<file path="src/rtl/hwag_capture_pkg.sv">
// Shared types and constants for the crank-wheel capture sequencer.
package hwag_capture_pkg;

  typedef enum logic [2:0] {
    IDLE    = 3'd0,
    FIRST   = 3'd1,
    MEASURE = 3'd2,
    SEARCH  = 3'd3,
    SYNC    = 3'd4
  } state_e;

  // Gap threshold is period_prev << GAP_SHIFT (i.e. twice the reference period).
  localparam int unsigned GAP_SHIFT = 1;

endpackage

</file>
<file path="src/rtl/hwag_period_timer.sv">
// Saturating period timer: restarts at 1 on an accepted edge, holds at all-ones.
module hwag_period_timer #(
  parameter int unsigned WIDTH = 24
) (
  input  logic             clk,
  input  logic             rst,
  input  logic             clr,
  input  logic             run,
  input  logic             load,
  output logic [WIDTH-1:0] count,
  output logic             sat_c
);

  localparam logic [WIDTH-1:0] CNT_MAX = '1;

  assign sat_c = (count == CNT_MAX);

  always_ff @(posedge clk or negedge rst) begin
    if (!rst) begin
      count <= '0;
    end else if (clr) begin
      count <= '0;
    end else if (load) begin
      count <= WIDTH'(1);
    end else if (run && !sat_c) begin
      count <= count + WIDTH'(1);
    end
  end

endmodule

</file>
<file path="src/rtl/hwag_capture_seq.sv">
// Crank-wheel capture sequencer: edge select, tooth period measurement,
// missing-tooth gap detection and sync state machine for the angle generator.
module hwag_capture_seq
  import hwag_capture_pkg::*;
#(
  parameter int unsigned TCNT_WIDTH  = 24,
  parameter int unsigned TOOTH_WIDTH = 6
) (
  input  logic                   clk,
  input  logic                   rst,
  input  logic                   ena,
  input  logic                   edge_rise,
  input  logic                   edge_fall,
  input  logic                   cfg_edge_sel,
  input  logic [TOOTH_WIDTH-1:0] cfg_teeth,
  output logic [TCNT_WIDTH-1:0]  period,
  output logic [TCNT_WIDTH-1:0]  period_prev,
  output logic [TOOTH_WIDTH-1:0] tooth_num,
  output logic                   synced,
  output logic                   tooth_stb,
  output logic                   gap_stb,
  output logic                   err_stb
);

  localparam int unsigned EXT_W = TCNT_WIDTH + 1;

  state_e                 state_q, state_d;
  logic                   acc_c, running_c, sat_c, timeout_c, gap_c, last_tooth_c;
  logic [TCNT_WIDTH-1:0]  tmr_q;
  logic [EXT_W-1:0]       thresh_c;
  logic [TCNT_WIDTH-1:0]  period_d, period_prev_d;
  logic [TOOTH_WIDTH-1:0] tooth_d;
  logic                   synced_d, tooth_stb_d, gap_stb_d, err_stb_d;

  assign acc_c        = cfg_edge_sel ? edge_fall : edge_rise;
  assign running_c    = (state_q != IDLE);
  assign timeout_c    = running_c && sat_c && !acc_c;
  // One extra bit so doubling a near-saturated reference cannot wrap.
  assign thresh_c     = EXT_W'(period_prev) << GAP_SHIFT;
  assign gap_c        = (EXT_W'(tmr_q) >= thresh_c);
  assign last_tooth_c = (tooth_num == (cfg_teeth - TOOTH_WIDTH'(1)));

  // Timer value at the accepted edge is the measured period.
  hwag_period_timer #(
    .WIDTH (TCNT_WIDTH)
  ) u_timer (
    .clk   (clk),
    .rst   (rst),
    .clr   (!ena),
    .run   (running_c),
    .load  (acc_c && running_c),
    .count (tmr_q),
    .sat_c (sat_c)
  );

  always_ff @(posedge clk or negedge rst) begin
    if (!rst) begin
      state_q <= IDLE;
    end else begin
      state_q <= state_d;
    end
  end

  always_comb begin
    state_d = state_q;
    if (!ena) begin
      state_d = IDLE;
    end else begin
      unique case (state_q)
        IDLE:    state_d = FIRST;
        FIRST:   if (acc_c) state_d = MEASURE;
        MEASURE: begin
          if (acc_c)          state_d = SEARCH;
          else if (timeout_c) state_d = FIRST;
        end
        SEARCH: begin
          if (acc_c && gap_c) state_d = SYNC;
          else if (timeout_c) state_d = FIRST;
        end
        SYNC: begin
          // Gap must coincide with the last tooth; any mismatch drops sync.
          if (acc_c && (gap_c != last_tooth_c)) state_d = SEARCH;
          else if (timeout_c)                   state_d = FIRST;
        end
        default: state_d = IDLE;
      endcase
    end
  end

  always_comb begin
    period_d      = period;
    period_prev_d = period_prev;
    tooth_d       = tooth_num;
    tooth_stb_d   = 1'b0;
    gap_stb_d     = 1'b0;
    err_stb_d     = 1'b0;
    synced_d      = (state_d == SYNC);
    if (!ena) begin
      period_d      = '0;
      period_prev_d = '0;
      tooth_d       = '0;
    end else begin
      unique case (state_q)
        MEASURE: begin
          if (acc_c) begin
            period_d      = tmr_q;
            period_prev_d = tmr_q;
          end else if (timeout_c) begin
            period_d      = '0;
            period_prev_d = '0;
          end
        end
        SEARCH: begin
          if (acc_c) begin
            period_d = tmr_q;
            if (gap_c) begin
              tooth_d   = '0;
              gap_stb_d = 1'b1;
            end else begin
              period_prev_d = tmr_q;
            end
          end else if (timeout_c) begin
            err_stb_d     = 1'b1;
            period_d      = '0;
            period_prev_d = '0;
          end
        end
        SYNC: begin
          if (acc_c) begin
            period_d    = tmr_q;
            tooth_stb_d = 1'b1;
            if (last_tooth_c) begin
              if (gap_c) begin
                tooth_d   = '0;
                gap_stb_d = 1'b1;
              end else begin
                err_stb_d     = 1'b1;
                period_prev_d = tmr_q;
              end
            end else if (gap_c) begin
              err_stb_d = 1'b1;
              tooth_d   = '0;
            end else begin
              tooth_d       = tooth_num + TOOTH_WIDTH'(1);
              period_prev_d = tmr_q;
            end
          end else if (timeout_c) begin
            err_stb_d     = 1'b1;
            period_d      = '0;
            period_prev_d = '0;
          end
        end
        default: ;
      endcase
    end
  end

  always_ff @(posedge clk or negedge rst) begin
    if (!rst) begin
      period      <= '0;
      period_prev <= '0;
      tooth_num   <= '0;
      synced      <= 1'b0;
      tooth_stb   <= 1'b0;
      gap_stb     <= 1'b0;
      err_stb     <= 1'b0;
    end else begin
      period      <= period_d;
      period_prev <= period_prev_d;
      tooth_num   <= tooth_d;
      synced      <= synced_d;
      tooth_stb   <= tooth_stb_d;
      gap_stb     <= gap_stb_d;
      err_stb     <= err_stb_d;
    end
  end

endmodule

</file>
<file path="config.mk">
export PLATFORM = sky130hd
export DESIGN_NAME = hwag_capture_seq
export DESIGN_NICKNAME = d
export VERILOG_FILES = /design/src/rtl/hwag_capture_pkg.sv /design/src/rtl/hwag_period_timer.sv /design/src/rtl/hwag_capture_seq.sv
export SDC_FILE = /design/constraint.sdc
export NUM_CORES = 1
export LEC_CHECK = 0
export ABC_AREA = 1
export CAP_MARGIN = 0
export CORE_ASPECT_RATIO = 0.75
export CORE_MARGIN = 1.5
export CORE_UTILIZATION = 29
export CTS_BUF_LIST = sky130_fd_sc_hd__clkbuf_8
export DETAILED_ROUTE_END_ITERATION = 10
export HOLD_SLACK_MARGIN = 0.15
export SYNTH_ARGS = -nofsm -noshare
export SYNTH_HDL_FRONTEND = slang
export SYNTH_SLANG_ARGS = --single-unit
export TNS_END_PERCENT = 50
</file>
<file path="constraint.sdc">
create_clock -name clk -period 2.2 [get_ports clk]
set_clock_uncertainty 0.15 [all_clocks]
set_input_delay 0.22 -clock clk [delete_from_list [all_inputs] [get_ports clk]]
set_output_delay 0.22 -clock clk [all_outputs]
set_load 0.01 [all_outputs]
</file>
==> run_results.csv <==
group,metric,value,unit
floorplan,design.core.area,0.01688,mm^2
sta,period_minus_slack,2300,ps
route,detail_route.wl_per_cell,14.34,um
route,route.detailed.drc,0,
worst_setup_path,end_kind,"register",
pwr,irDropWorstVdd,0.2785,mV
clock_network,cts_inserted_buffers,9,
logic_synthesis,synthCells,664,
worst_setup_path,cp_slowest_cell,"dfrtp_1",
clock_network,cts_tree,"yes",
route,drt_iter0_drc,307,
sta,setup_viol,24,
place,dp_hpwl,10.86,mm
sta,relSlewSlack,0.6274,
grt,grt_pass1_wl,24.89,mm
worst_setup_path,worst_ep_required_time,2340,ps
cells_and_area,num-fill-cells,1641,
grt,grt_start_max_net_pins,42,
clock_network,cts.clk_slew.worst_paths,90,ps
sta,drv_slew,0,
worst_setup_path,worstSetupStartpointType,"register",
logic_synthesis,seq_area_frac_synth,0.4244,
logic_synthesis,yosysTopAreaCellShare,0.4244,
route,dr.pass1.iters,5,
route,routed_wl,15.56,mm
worst_hold_path,hold_path_class,"in -> async",
pwr,p_per_area,482.3,mW/mm^2
outcome,outcome,"finished, violations left",
logic_synthesis,synth_flop_cell,"dfrtp_1",
sta,fin_crit_sh,1.046,
grt,gr-total-overflow,0,
logic_synthesis,yosysWarnings,0,
logic_synthesis,ys_ff_latch,85,
worst_setup_path,crit_arrival,2440,ps
sta,clock.fmax,0.4347,GHz
sta,timing.final.ws_setup,-100.4,ps
floorplan,die_w,154.8,um
floorplan,die-area,0.01809,mm^2
sta,fin_setup_tns,-1676,ps
logic_synthesis,synth_area,0.005012,mm^2
sta,rsz0062_at_grt,"true",
logic_synthesis,synth.distinct_cells,31,
place,gp_congestion,0.8638,
worst_setup_path,path_cells,"ha_2, inv_2, nor3_4, nand2_2, nor2_4, nand4_4, nand2_2, nand2_4, nand2_4, nand2_8, buf_6, clkbuf_16, nor2_2, a21oi_2",
logic_synthesis,synthTopCellsByCount,"nand2_1, nor2_1, inv_1",
route,drtAntennaViolNets,0,
logic_synthesis,yosys.area.top_type,"dfrtp_1",
grt,track_usage,0.1766,
cells_and_area,drive_gt1_frac,0.3195,
logic_synthesis,synth-async-reset-ratio,1.000,
clock_network,h-tree-depth,3,
sta,hold_violations,0,
cells_and_area,n_antenna_cell,0,
clock_network,clock-sinks,85,
floorplan,num_rows,41,
sta,worst_pin_slew,558.9,ps
run,maxCapViolations,0,
clock_network,clk_latency,390,ps
floorplan,die_h,116.9,um
grt,antenna_found_initial,0,
route,vias,5062,
worst_setup_path,worstPathMaxFanout,5,
logic_synthesis,syn_avg_cell_area,7.549,um^2
logic_synthesis,yosys.cell_count.top_type,"nand2_1",
clock_network,clockBufferDepth,2,
route,vias_per_cell,4.665,
pwr,p_leak,3.760,nW
cells_and_area,area_growth,55.52,%
logic_synthesis,yosys-top-cells-area,"dfrtp_1, nand2_1, nor2_1",
floorplan,initial_core_util,0.2970,
floorplan,io_pins,70,
cells_and_area,fin_nets,906,
worst_setup_path,slowest_delay,390,ps
logic_synthesis,synth-edff-count,0,
outcome,violations,"setup timing",
place,portBuffers,69,
pwr,power,0.003760,W
logic_synthesis,synth_fp_nets,703,
clock_network,root_buffer,"clkbuf_8",
worst_setup_path,crit_type,"reg -> reg",
grt,grt_pass1_vias,4950,
[area by class of cell]
cell class,count,area (um^2),area share
clock buffer,11,151.4,0.01942
clock inverter,3,46.29,0.005939
inverter,90,337.8,0.04334
multi-input combinational,471,2939,0.3770
sequential,85,2127,0.2729
tap,215,269.0,0.03451
timing repair buffer,210,1924,0.2469
[worst max-delay path, delay by kind of cell, from the launching register on]
| family | cells | cell delay, ps |
|---|---|---|
| adders and majority gates | 1 | 220 |
| buffers and inverters | 3 | 350 |
| and+or+nand+nor | 9 | 1050 |
| DFF | 1 | 390 |
| AOI/OAI and AO/OA | 1 | 40 |
[registers in the layout (all words and copies together), names as in the netlist]
register       count
state_q            3
period_prev       24
gap_stb            1
u_timer.count     24
period            24
err_stb            1
tooth_num          6
synced             1
tooth_stb          1
[path summary, 6_finish.rpt]
check                                              from                           end  slack [ps]  cells past startpoint
max                        u_timer.count[1]$_DFFE_PN0P_   period_prev[17]$_DFFE_PN0P_        -100                     14
min                                                 rst        period[11]$_DFFE_PN0P_         200                      2
max reg2reg                u_timer.count[1]$_DFFE_PN0P_   period_prev[17]$_DFFE_PN0P_        -100                     14
min reg2reg                      period[11]$_DFFE_PN0P_        period[11]$_DFFE_PN0P_         370                      2
max in group asynchronous                           rst  u_timer.count[1]$_DFFE_PN0P_        1010                      3
min in group clk                 period[11]$_DFFE_PN0P_        period[11]$_DFFE_PN0P_         370                      2
[power by group]
group | switching, W | total, W | internal [W]
logic | 0.000466 | 0.000926 | 0.000461
registers | 0.0000340 | 0.00165 | 0.00161
clock network | 0.000611 | 0.00119 | 0.000577
total | 0.00111 | 0.00376 | 0.00265
[through the flow]
step                      area, um^2  std cells  hold slack, ps  setup WS (ps)  utilization
after floorplan                 5035        664          -225.6          15.03            -
after global placement          6778       1043           102.1         -222.1       0.4016
after detailed placement        6778       1043           105.2         -289.1       0.4016
after CTS                       7468       1078           214.8         -69.55       0.4425
after global routing            7795       1085           247.1         -223.4       0.4619
final                           7795       1085           199.6         -100.4       0.4619
[cells by family (layout without fill, tap and decap cells)]
group	Yosys count	in the layout	synth area share
XOR/XNOR	6	6	0.01048
adder cells (fa/ha/maj)	27	27	0.06740
flip-flops	85	85	0.4244
AO/OA/AOI/OAI	87	87	0.1086
buffers and inverters	108	314	0.08737
AND/OR/NAND/NOR	351	351	0.3018
[metal layers]
layer | share of wire | up-vias | global-route usage
li1 | - | 2542 | -
met1 | 0.51 | 2393 | 0.2464
met2 | 0.44 | 111 | 0.2796
met3 | 0.042 | 16 | 0.04234
met4 | 0.0087 | 0 | 0.03910
met5 | 0 | - | 0
[layout by cell type (no fill, tap or decap), types with 15 or more instances in the layout]
master,synthesis,layout
a21oi_1,34,30
a21oi_2,23,25
buf_4,0,125
clkdlybuf4s50_1,0,68
dfrtp_1,85,85
ha_1,27,15
inv_1,88,78
nand2_1,156,142
nand3_1,62,54
nor2_1,97,70
nor2_2,6,18
nor2_4,1,16
o21ai_0,20,16
[timing repair]
action,4_1_cts,5_1_grt
setup buffers,17,5
gates resized for setup,67,52
setup endpoints to repair,40,81
cloned,3,2
endpoints found under the hold margin,67,0
hold buffers,1,0
pin swaps,35,16
Note: power is estimated with default switching activity, not from simulation.
